File: config.mk
export PLATFORM = sky130hd
export DESIGN_NAME = iccm_boot_arbiter
export DESIGN_NICKNAME = d
export VERILOG_FILES = /design/src/rtl/iccm_boot_arbiter.sv
export SDC_FILE = /design/constraint.sdc
export NUM_CORES = 1
export LEC_CHECK = 0
export ABC_CLOCK_PERIOD_IN_PS = 3540
export BUFFER_PORTS_ARGS = -buffer_cell sky130_fd_sc_hd__buf_2
export CORE_AREA = 2 2 79 81
export CTS_BUF_LIST = sky130_fd_sc_hd__clkbuf_4 sky130_fd_sc_hd__clkbuf_8
export CTS_CLUSTER_DIAMETER = 200
export DETAILED_ROUTE_END_ITERATION = 10
export DIE_AREA = 0 0 81 83
export GPL_TIMING_DRIVEN = 0
export HOLD_SLACK_MARGIN = 0.08
export MAX_ROUTING_LAYER = met4
export PLACE_DENSITY = 0.94
export SKIP_LAST_GASP = 1
export SLEW_MARGIN = 30
export SYNTH_ARGS = -nofsm -noshare
export SYNTH_HDL_FRONTEND = slang
export SYNTH_SLANG_ARGS = --single-unit
File: constraint.sdc
create_clock -name clk_i -period 3.54 [get_ports clk_i]
set_input_delay 0.708 -clock clk_i [delete_from_list [all_inputs] [get_ports clk_i]]
set_output_delay 0.708 -clock clk_i [all_outputs]
set_load 0.05 [all_outputs]
File: src/rtl/iccm_boot_arbiter.sv
// ICCM boot arbiter: owns the single-port ICCM macro. During BOOT the UART
// loader writes the image; after load completion a fixed guard interval
// elapses before the core is released and instruction fetch takes the port.
//
// state | meaning
// ------+----------------------------------------------------------------
// BOOT  | core held in reset, loader owns the SRAM, waiting for done edge
// HOLD  | SRAM idle, guard countdown of RST_HOLD cycles before release
// RUN   | core released, fetch requests granted straight to the SRAM
module iccm_boot_arbiter #(
   parameter int ADDR_W   = 14,
   parameter int DATA_W   = 32,
   parameter int RST_HOLD = 16
) (
   input  logic              clk_i,
   input  logic              rst_ni,
   input  logic              ld_we_i,
   input  logic [ADDR_W-1:0] ld_addr_i,
   input  logic [DATA_W-1:0] ld_wdata_i,
   input  logic              ld_done_i,
   input  logic              rearm_i,
   input  logic              core_req_i,
   input  logic [ADDR_W-1:0] core_addr_i,
   output logic              core_gnt_o,
   output logic              core_rvalid_o,
   output logic [DATA_W-1:0] core_rdata_o,
   output logic              core_rst_no,
   output logic              mem_csb_o,
   output logic              mem_web_o,
   output logic [3:0]        mem_wmask_o,
   output logic [ADDR_W-1:0] mem_addr_o,
   output logic [DATA_W-1:0] mem_wdata_o,
   input  logic [DATA_W-1:0] mem_rdata_i,
   output logic              boot_busy_o,
   output logic [ADDR_W:0]   wr_count_o,
   output logic              ld_err_o
);

   typedef enum logic [1:0] {
      ST_BOOT = 2'd0,
      ST_HOLD = 2'd1,
      ST_RUN  = 2'd2
   } state_e;

   localparam logic [ADDR_W:0] WR_MAX    = {1'b1, {ADDR_W{1'b0}}};
   localparam logic [7:0]      HOLD_INIT = 8'(RST_HOLD - 1);

   state_e            state_q, state_d;
   logic [7:0]        hold_cnt_q;
   logic              ld_done_q;
   logic [ADDR_W:0]   wr_count_q;
   logic              ld_err_q;
   logic              core_rst_nq;
   logic              rvalid_q;

   logic              done_rise;
   logic              ld_wr;
   logic              fetch_gnt;
   logic              boot_entry;

   assign done_rise  = ld_done_i & ~ld_done_q;
   assign ld_wr      = (state_q == ST_BOOT) & ld_we_i;
   assign fetch_gnt  = (state_q == ST_RUN) & core_req_i;
   // Entering BOOT from anywhere else (rearm or illegal-encoding recovery)
   // starts a fresh load session.
   assign boot_entry = (state_d == ST_BOOT) & (state_q != ST_BOOT);

   // Next-state selection; unused encodings fall back to BOOT.
   always_comb begin
      state_d = state_q;
      case (state_q)
         ST_BOOT: if (done_rise) state_d = ST_HOLD;
         ST_HOLD: begin
            if (rearm_i)                state_d = ST_BOOT;
            else if (hold_cnt_q == 8'd0) state_d = ST_RUN;
         end
         ST_RUN:  if (rearm_i) state_d = ST_BOOT;
         default: state_d = ST_BOOT;
      endcase
   end

   // SRAM port mux: loader writes in BOOT, fetch reads in RUN, idle otherwise.
   always_comb begin
      mem_csb_o   = ~(ld_wr | fetch_gnt);
      mem_web_o   = ~ld_wr;
      mem_wmask_o = ld_wr ? 4'hF : 4'h0;
      mem_addr_o  = '0;
      mem_wdata_o = '0;
      if (ld_wr) begin
         mem_addr_o  = ld_addr_i;
         mem_wdata_o = ld_wdata_i;
      end else if (fetch_gnt) begin
         mem_addr_o  = core_addr_i;
      end
   end

   // State, guard counter, write count, error flag and registered core outputs.
   always_ff @(posedge clk_i or negedge rst_ni) begin
      if (!rst_ni) begin
         state_q     <= ST_BOOT;
         hold_cnt_q  <= 8'd0;
         ld_done_q   <= 1'b0;
         wr_count_q  <= '0;
         ld_err_q    <= 1'b0;
         core_rst_nq <= 1'b0;
         rvalid_q    <= 1'b0;
      end else begin
         state_q     <= state_d;
         ld_done_q   <= ld_done_i;
         core_rst_nq <= (state_d == ST_RUN);
         rvalid_q    <= fetch_gnt;

         if (boot_entry)
            hold_cnt_q <= 8'd0;
         else if ((state_q == ST_BOOT) && done_rise)
            hold_cnt_q <= HOLD_INIT;
         else if ((state_q == ST_HOLD) && (hold_cnt_q != 8'd0))
            hold_cnt_q <= hold_cnt_q - 8'd1;

         if (boot_entry)
            wr_count_q <= '0;
         else if (ld_wr && (wr_count_q != WR_MAX))
            wr_count_q <= wr_count_q + 1'b1;

         if (boot_entry)
            ld_err_q <= 1'b0;
         else if (ld_we_i && (state_q != ST_BOOT))
            ld_err_q <= 1'b1;
      end
   end

   assign core_gnt_o    = fetch_gnt;
   assign core_rvalid_o = rvalid_q;
   assign core_rdata_o  = mem_rdata_i;
   assign core_rst_no   = core_rst_nq;
   assign boot_busy_o   = ~core_rst_nq;
   assign wr_count_o    = wr_count_q;
   assign ld_err_o      = ld_err_q;

endmodule

==> results of run 1 <==
==> cell type report <==
cell class	count	area [sq um]	area share, %
sequential	29	726	22.1
clock inverter	2	10.0	0.305
timing repair buffer	169	846	25.8
tap	75	93.8	2.86
inverter	15	61.3	1.87
buffer	49	343	10.4
clock buffer	6	76.3	2.32
multi-input combinational	166	1130	34.4
==> metrics by stage <==
| step | util, % | total power [W] | std cells |
|---|---|---|---|
| after floorplan | - | 0.00121 | 259 |
| after detailed placement | 55.0 | 0.00146 | 503 |
| after global placement | 55.0 | 0.00142 | 503 |
| after CTS | 56.5 | 0.00173 | 511 |
| after global routing | 56.5 | 0.00182 | 511 |
| final | 56.5 | 0.00172 | 511 |
==> routing by layer <==
| metal | share of wire, % | global-route usage (%) | vias to the layer above |
|---|---|---|---|
| li1 | - | - | 1226 |
| met1 | 37 | 24.8 | 1176 |
| met2 | 52 | 38.1 | 162 |
| met3 | 9.1 | 5.65 | 21 |
| met4 | 2.3 | 6.93 | 0 |
| met5 | 0 | - | - |
==> power groups by stage <==
stage,sequential (W),clock [W],combinational [W]
2_1_floorplan,0.000539,0,0.000675
3_3_place_gp,0.000472,0,0.000950
3_5_place_dp,0.000477,0,0.000981
4_1_cts,0.000471,0.000278,0.000984
5_1_grt,0.000486,0.000290,0.00105
6_report,0.000473,0.000267,0.000984
==> path summary, 6_finish.rpt <==
| check | end | slack [ns] | cells after the start |
|---|---|---|---|
| worst min register to register | ld_err_o$_DFFE_PN0P_ | 0.51 | 2 |
| worst max register to register | hold_cnt_q[0]$_DFFE_PN0P_ | 1.58 | 6 |
| worst min-delay path | ld_done_q$_DFF_PN0_ | 0.45 | 1 |
| worst max-delay path | mem_addr_o[11] | 0.52 | 7 |
| min in group clk_i | ld_err_o$_DFFE_PN0P_ | 0.51 | 2 |
| max in group asynchronous | hold_cnt_q[2]$_DFFE_PN0P_ | 2.67 | 1 |
==> critical path, stage by stage <==
cell and delay [ns]:
buf_2 0.12, or3b_1 0.36, buf_6 0.15, clkinv_4 0.06
clkbuf_1 0.40, a22o_1 0.24, buf_2 0.26
==> cell usage after synthesis (all sizes together), types with 2 or more instances <==
master,number
nor4,5
nor4b,4
a211oi,2
a211o,2
or2,3
nand3,6
nor3,3
ha,3
nor2,15
nand3b,2
and4,2
inv,14
o21ai,5
nand2,10
or3,2
dfrtp,29
a21oi,15
o211ai,2
or4b,3
xor2,4
buf,41
o31ai,5
xnor2,5
or4,3
nand4,5
clkbuf,8
and2,32
a22o,14
==> registers in the layout (all words and copies together), names as in the netlist <==
register and count:
wr_count_o 15, hold_cnt_q 8, state_q 2, core_rst_no 1, core_rvalid_o 1, ld_done_q 1, ld_err_o 1
==> logic make-up after synthesis <==
logic type               share of synthesized area, %
AO/OA/AOI/OAI                                    16.3
flip-flops                                       32.1
AND/OR/NAND/NOR                                  28.0
adder cells (fa/ha/maj)                          2.11
buffers and inverters                            17.9
XOR/XNOR                                         3.49
==> out/qor.yml, run 1 <==
cts:
  cts_tree: "done"
  postCtsSetupBuffers: 0
  clk_path_buf_depth: 2
  postCtsHoldBufs: 0
  htree_levels: 2
  cts_num_sinks: 29
  cts_made_buffers: 5
  clk_pin_slew_ns: 0.06
  cts_resized: 0
  insertion_delay_ns: 0.28
  cts_root_buf: "clkbuf_8"
setup_path:
  critical_path.max_fanout: 10
  critPathLaunch: "ld_we_i"
  startpoint_type: "input pin"
  reg2reg_from: "hold_cnt_q[1]$_DFFE_PN0P_"
  arrival_ns: 2.31
  path_class: "in -> out"
  crit_required_ns: 2.83
  crit_path_end_kind: "primary output"
detailed_routing:
  vias_per_cell: 5.06
  wire_per_inst_microns: 14.2
  drt-pass1-iter-count: 4
  remaining_drc_errors: 0
  drtAntennaViolNets: 0
  vias: 2585
  drtIter0Drc: 181
  wirelength_microns: 7240
global_route:
  track_usage_pct: 22.1
  grt_pass1_wl_microns: 11600
  grt_max_degree: 30
  gr-total-overflow: 0
  grt_pass1_vias: 2542
  antenna_found_initial: 0
yosys:
  synth_top_area_share_pct: 32.1
  ys.flop_type: "dfrtp_1"
  synth_edf_count: 0
  postSynthAreaPerCell_sq_um: 8.72
  ys_seq_area_share_pct: 32.1
  yosysTopAreaCell: "dfrtp_1"
  ys_warn_count: 0
  synth_seq_cells: 29
  syn_area_sq_um: 2260
  synthArstFlopShare_pct: 100
  yosys-top-cells-area: "dfrtp_1 (32%), buf_4 (13%), and2_1 (8.9%)"
  syn_inst: 259
  yosysUniqueCellTypes: 51
  syn-num-nets: 360
die:
  ios: 202
  start_util_pct: 38.8
  design.core.area_sq_um: 5820
  die_h_microns: 83
  fp.dieW_microns: 81
  die_area_sq_um: 6720
  rows: 28
flow_run:
  maxCapViolCount: 0
power_and_ir_drop:
  peakVddDrop_mv: 0.308
  p_sw_w: 0.000889
  power_density_nw_per_um2: 525
  swShare_pct: 51.6
  cellLeakagePower_nw: 1.80
  clkPwrFrac_pct: 15.5
  comb_power_share_pct: 57.1
  power.internal_w: 0.000835
  p_seq_share_pct: 27.4
placement:
  hpwl_microns: 5980
  dpl-instance-area_sq_um: 3200
  place_congestion: 0.883
  portBuffers: 169
  post-place-ws_ns: 0.541
timing:
  drv_slew: 0
  worst_pin_slew_ns: 0.648
  whs_ns: 0.454
  grt_setup_unrepaired: "no"
  fin_ws_ns: 0.522
  fin_crit_ns: 3.02
  setup_violations: 0
  fin_skew_ns: 0.00333
  relSlewSlack_pct: 56.8
  max_freq_ghz: 0.331
  final-hold-violation-count: 0
  layout_worst_path_cycle_share_pct: 85.3
  tns_ns: 0
finish:
  synthToLayoutAreaGrowth_pct: 45.4
  n_fill_cell: 526
  final_cell_mix: "buf_2 (170), buf_4 (38), and2_1 (32), dfrtp_1 (29)"
  drive_gt1_share_pct: 52.1
  final_common_cell: "buf_2"
  final_nets: 536
  diodes: 0
  stdcell_area_sq_um: 3280
min_path:
  hp-class: "in -> async"
status:
  status: "finished, final reports clean"
Note: power is estimated with default switching activity, not from simulation.
==> run 2: changes to the inputs <==
Settings changed: CORE_AREA 2 2 79 81 to not set, CORE_ASPECT_RATIO set to 1.2, CORE_MARGIN set to 5, CORE_UTILIZATION set to 42, DIE_AREA 0 0 81 83 to not set, PLACE_DENSITY 0.94 to 0.95, REMOVE_ABC_BUFFERS set to 1.
==> run 2 against run 1 <==
Against the previous run: clock skew down 0.0011 ns; clock-buffer cell count rose by 1; final cell count is 19% lower; first-iteration DRC count up 7.7%; highest routed layer unchanged; via count fell by 9.1%; register-to-register slack worse by 0.29 ns.
==> out/qor.yml, run 2 (synthesis results as in run 1) <==
setup_path:
  path_class: "reg -> out"  # was in -> out
  rr_worst_depth: 5  # was 6
  critical_path.max_fanout: 54  # was 10
  rr_endpoint: "wr_count_o[11]$_DFFE_PN0P_"  # was hold_cnt_q[0]$_DFFE_PN0P_
  startpoint_type: "register"  # was input pin
  reg2reg_from: "state_q[0]$_DFF_PN0_"  # was hold_cnt_q[1]$_DFFE_PN0P_
  crit_path_end_kind: "primary output"  # unchanged
  r2r_setup_slack_ns: 1.29  # was 1.58 ns
  crit_required_ns: 2.83  # about the same
  arrival_ns: 2.19  # was 2.31 ns
detailed_routing:
  drt-pass1-iter-count: 6  # was 4
  met3_length_microns: 1070  # was 656 microns
  wirelength_microns: 7850  # was 7240 microns
  top_layer_used: "met4"  # unchanged
  remaining_drc_errors: 0  # unchanged
  vias_per_cell: 5.65  # was 5.06
  route.met2.wl_microns: 3630  # was 3750 microns
  drtAntennaViolNets: 0  # unchanged
  vias: 2349  # was 2,585
  wl_met1_microns: 2850  # was 2670 microns
  wire_per_inst_microns: 18.9  # was 14.2 microns
  drtIter0Drc: 195  # was 181
placement:
  hpwl_microns: 6230  # was 5980 microns
  portBuffers: 137  # was 169
  numPlacedInstances: 409  # was 503
  dpl-instance-area_sq_um: 2680  # was 3200 sq um
  place_congestion: 0.918  # was 0.883
cts:
  postCtsSetupBuffers: 0  # unchanged
  cts_tree: "done"  # unchanged
  clk_pin_slew_ns: 0.06  # about the same
  cts_root_buf: "clkbuf_8"  # unchanged
  clk_path_buf_depth: 2  # unchanged
  cts_resized: 0  # unchanged
  insertion_delay_ns: 0.28  # about the same
  cts_made_buffers: 5  # unchanged
  postCtsHoldBufs: 0  # unchanged
  cts_num_sinks: 29  # unchanged
  htree_levels: 2  # unchanged
timing:
  setup_violations: 0  # unchanged
  tns_ns: 0  # unchanged
  final-hold-violation-count: 0  # unchanged
  drv_slew: 0  # unchanged
  whs_ns: 0.448  # was 0.454 ns
  max_freq_ghz: 0.345  # was 0.331 GHz
  worst_pin_slew_ns: 0.683  # was 0.648 ns
  relSlewSlack_pct: 54.5  # was 56.8%
  fin_crit_ns: 2.90  # was 3.02 ns
  fin_skew_ns: 0.00220  # was 0.00333 ns
  grt_setup_unrepaired: "no"  # unchanged
  layout_worst_path_cycle_share_pct: 81.9  # was 85.3%
global_route:
  antenna_found_initial: 0  # unchanged
  gr-total-overflow: 0  # unchanged
  grt_max_degree: 55  # was 30
  grt_pass1_vias: 2179  # was 2,542
  track_usage_pct: 22.6  # was 22.1%
  grt_pass1_wl_microns: 12000  # was 11,600 microns
finish:
  multi_input_area_sq_um: 1130  # unchanged
  final_cell_mix: "buf_2 (137), and2_1 (32), dfrtp_1 (29), nor2_1 (15), a21oi_1 (15)"  # was buf_2 (170), buf_4 (38), and2_1 (32), dfrtp_1 (29)
  fin_cells: 416  # was 511
  ff_latch_area_sq_um: 726  # unchanged
  stdcell_area_sq_um: 2770  # was 3280 sq um
  largest_reg_flops: 15  # unchanged
  synthToLayoutAreaGrowth_pct: 22.6  # was 45.4%
  drive_gt1_share_pct: 43.2  # was 52.1%
  n_fill_cell: 476  # was 526
  diodes: 0  # unchanged
  final_common_cell: "buf_2"  # unchanged
  final_nets: 455  # was 536
die:
  start_util_pct: 42.9  # was 38.8%
  rows: 29  # was 28
  ios: 202  # unchanged
  design.core.area_sq_um: 5260  # was 5820 sq um
  die_h_microns: 90.3  # was 83 microns
  fp.dieW_microns: 76.9  # was 81 microns
  die_area_sq_um: 6950  # was 6720 sq um
power_and_ir_drop:
  cellLeakagePower_nw: 1.46  # was 1.80 nW
  total_power_w: 0.00158  # was 0.00172 W
  power_density_nw_per_um2: 571  # was 525 nW/um^2
  peakVddDrop_mv: 0.326  # was 0.308 mV
min_path:
  hp-class: "in -> async"  # unchanged
status:
  status: "finished, final reports clean"  # unchanged
flow_run:
  maxCapViolCount: 0  # unchanged
## run 2: changes by cell type in the layout (fill, tap and decap cells not counted)
| cell | change |
|---|---|
| clkbuf_1 | -8 |
| buf_4 | -38 |
| buf_6 | -2 |
| clkbuf_8 | +1 |
| clkinv_2 | -2 |
| buf_2 | -33 |
## run 2: final cells by class
| class | instances | share of cell area, % |
|---|---|---|
| inverters | 15 | 2.21 |
| multi-input cells | 166 | 40.8 |
| repair buffers | 137 | 24.8 |
| clock buffers | 7 | 3.25 |
| well taps | 62 | 2.80 |
| flip-flops and latches | 29 | 26.2 |
## run 2: per-stage QoR
| stage | setup slack [ns] | utilization, % |
|---|---|---|
| CTS | 0.634 | 52.6 |
| global placement | 0.732 | 50.9 |
| floorplan | 0.0255 | - |
| finish | 0.641 | 52.6 |
| global route | 0.539 | 52.6 |
| detailed placement | 0.709 | 50.9 |
## run 2: worst max-delay path: stages (launching register included)
cell      delay [ns]
dfrtp_1         0.52
or3b_1          0.59
clkinv_4        0.30
and2_1          0.22
buf_2           0.27
## run 2: how the worst max path moves through the flow
stage                                     from        endpoint  slack [ns]  cells past startpoint
after floorplan                        ld_we_i       mem_csb_o        0.03                      3
after global placement                 ld_we_i  mem_wdata_o[9]        0.73                      5
after detailed placement               ld_we_i  mem_wdata_o[9]        0.71                      5
after CTS                 state_q[0]$_DFF_PN0_  mem_wdata_o[9]        0.63                      4
after global routing      state_q[0]$_DFF_PN0_  mem_wdata_o[9]        0.54                      4
final                     state_q[0]$_DFF_PN0_  mem_wdata_o[9]        0.64                      4
## run 2: metal layers
| metal | GRT usage (%) | up-vias |
|---|---|---|
| met5 | - | - |
| met4 | 8.02 | 0 |
| met3 | 12.4 | 24 |
| met2 | 34.4 | 172 |
| met1 | 24.8 | 1087 |
| li1 | - | 1066 |
## run 2: where the power goes
part	switching [W]	internal [W]	total [W]	leakage [nW]
registers	0.0000902	0.000392	0.000482	0.386
logic	0.000578	0.000236	0.000813	1.03
clock network	0.000124	0.000162	0.000285	0.0477
==> run 3: changes to the inputs <==
Settings changed: ABC_CLOCK_PERIOD_IN_PS 3540 to 2800, CORE_UTILIZATION 42 to 39.
Clock period 3.54 ns to 2.8 ns, I/O delays scaled along.
==> run 3 against run 2 <==
Against the previous run: wire length is 1.6% lower; power grew 27%; non-clock buffer count unchanged; first-iteration DRC count is 47% lower; clock skew about the same; critical path depth fell by 1; sequential power rose by 27%; clock-buffer cell count did not move; sequential share of layout area is 0.071 points lower; global-route usage fell by 2.7 points; design area rose by 0.27%.
==> out/qor.yml, run 3 (synthesis results as in run 1) <==
status:
  status: "finished, final reports clean"  # unchanged
global_route:
  gr-total-overflow: 0  # unchanged
  grt_max_degree: 55  # unchanged
  track_usage_pct: 19.9  # was 22.6%
  grt_pass1_wl_microns: 11200  # was 12,000 microns
  antenna_found_initial: 0  # unchanged
  grt_pass1_vias: 2212  # was 2,179
detailed_routing:
  vias_per_cell: 5.50  # was 5.65
  wire_per_inst_microns: 18.5  # was 18.9 microns
  wirelength_microns: 7730  # was 7850 microns
  drtIter0Drc: 103  # was 195
  drtAntennaViolNets: 0  # unchanged
  remaining_drc_errors: 0  # unchanged
  vias: 2300  # was 2,349
  drt-pass1-iter-count: 4  # was 6
finish:
  final_common_cell: "buf_2"  # unchanged
  final_nets: 455  # unchanged
  drive_gt1_share_pct: 43.5  # was 43.2%
  diodes: 0  # unchanged
  synthToLayoutAreaGrowth_pct: 22.9  # was 22.6%
  fin_cells: 418  # was 416
  final_cell_mix: "buf_2 (137), and2_1 (32), dfrtp_1 (29), nor2_1 (15), a21oi_1 (15)"  # unchanged
  fin_util_pct: 49.3  # was 52.6%
  largest_reg_flops: 15  # unchanged
  stdcell_area_sq_um: 2780  # was 2770 sq um
setup_path:
  r2r_setup_slack_ns: 0.69  # was 1.29 ns
  arrival_ns: 2.10  # was 2.19 ns
  path_class: "reg -> out"  # unchanged
  crit_required_ns: 2.24  # was 2.83 ns
  critical_path.max_fanout: 17  # was 54
  startpoint_type: "register"  # unchanged
  crit_path_end_kind: "primary output"  # unchanged
die:
  die_h_microns: 93.4  # was 90.3 microns
  rows: 30  # was 29
  ios: 202  # unchanged
  start_util_pct: 40.1  # was 42.9%
  fp.dieW_microns: 79.5  # was 76.9 microns
  design.core.area_sq_um: 5630  # was 5260 sq um
  die_area_sq_um: 7420  # was 6950 sq um
timing:
  worst_pin_slew_ns: 0.667  # was 0.683 ns
  whs_ns: 0.315  # was 0.448 ns
  setup_violations: 0  # unchanged
  fin_skew_ns: 0.00198  # was 0.00220 ns
  drv_slew: 0  # unchanged
  fin_crit_ns: 2.66
  max_freq_ghz: 0.376
  relSlewSlack_pct: 54.9  # was 54.5%
  grt_setup_unrepaired: "no"  # unchanged
  final-hold-violation-count: 0  # unchanged
  layout_worst_path_cycle_share_pct: 95.0
cts:
  insertion_delay_ns: 0.28  # about the same
  htree_levels: 2  # unchanged
  postCtsSetupBuffers: 0  # unchanged
  cts_resized: 0  # unchanged
  cts_made_buffers: 5  # unchanged
  postCtsHoldBufs: 0  # unchanged
  clk_path_buf_depth: 2  # unchanged
  clk_pin_slew_ns: 0.06  # about the same
  cts_num_sinks: 29  # unchanged
  cts_root_buf: "clkbuf_8"  # unchanged
  cts_tree: "done"  # unchanged
placement:
  hpwl_microns: 6020  # was 6230 microns
  place_congestion: 0.897  # was 0.918
  dpl-instance-area_sq_um: 2680  # about the same
  numPlacedInstances: 411  # was 409
  portBuffers: 137  # unchanged
min_path:
  hp-class: "in -> async"  # unchanged
flow_run:
  maxCapViolCount: 0  # unchanged
power_and_ir_drop:
  power_density_nw_per_um2: 721  # was 571 nW/um^2
  peakVddDrop_mv: 0.493  # was 0.326 mV
  cellLeakagePower_nw: 1.46  # about the same
  total_power_w: 0.00200  # was 0.00158 W
run 3: cell type report:
class | instances | area, sq um
clock buffer | 7 | 90.1
fill | 513 | 2850
inverter | 15 | 63.8
multi-input combinational | 166 | 1130
sequential | 29 | 726
tap | 64 | 80.1
timing repair buffer | 137 | 686
run 3: final timing paths:
| kind | start | to | cells after the start |
|---|---|---|---|
| max in group asynchronous | rst_ni | wr_count_o[10]$_DFFE_PN0P_ | 1 |
| min in group clk_i | ld_done_i | ld_done_q$_DFF_PN0_ | 1 |
| hold / removal | rst_ni | hold_cnt_q[1]$_DFFE_PN0P_ | 1 |
| setup / recovery | state_q[1]$_DFF_PN0_ | mem_addr_o[5] | 3 |
| hold reg to reg | hold_cnt_q[3]$_DFFE_PN0P_ | hold_cnt_q[3]$_DFFE_PN0P_ | 1 |
| setup reg to reg | state_q[0]$_DFF_PN0_ | wr_count_o[11]$_DFFE_PN0P_ | 5 |
run 3: where the power goes:
group | total, W | leakage (nW) | switching [W] | internal [W]
sequential | 0.000612 | 0.386 | 0.000117 | 0.000495
clock | 0.000356 | 0.0477 | 0.000152 | 0.000204
combinational | 0.00103 | 1.03 | 0.000732 | 0.000302
run 3: worst max-delay path, stage by stage (launching register included):
cell,delay (ns)
dfrtp_1,0.60
and3_1,0.67
a22o_1,0.27
buf_2,0.27
run 3: through the flow:
stage	setup TNS [ns]	setup slack, ns
finish	0	0.139
global route	0	0.0272
global placement	0	0.239
floorplan	-5.83	-0.419
CTS	0	0.00225
detailed placement	0	0.222
run 3: routing by layer:
metal  GRT usage (%)  wire (microns)  up-vias
li1                -               -     1064
met1            22.8            3010     1071
met2            32.1            3640      159
met3            8.86            1020        6
met4            4.44              61        0
met5               -               0        -
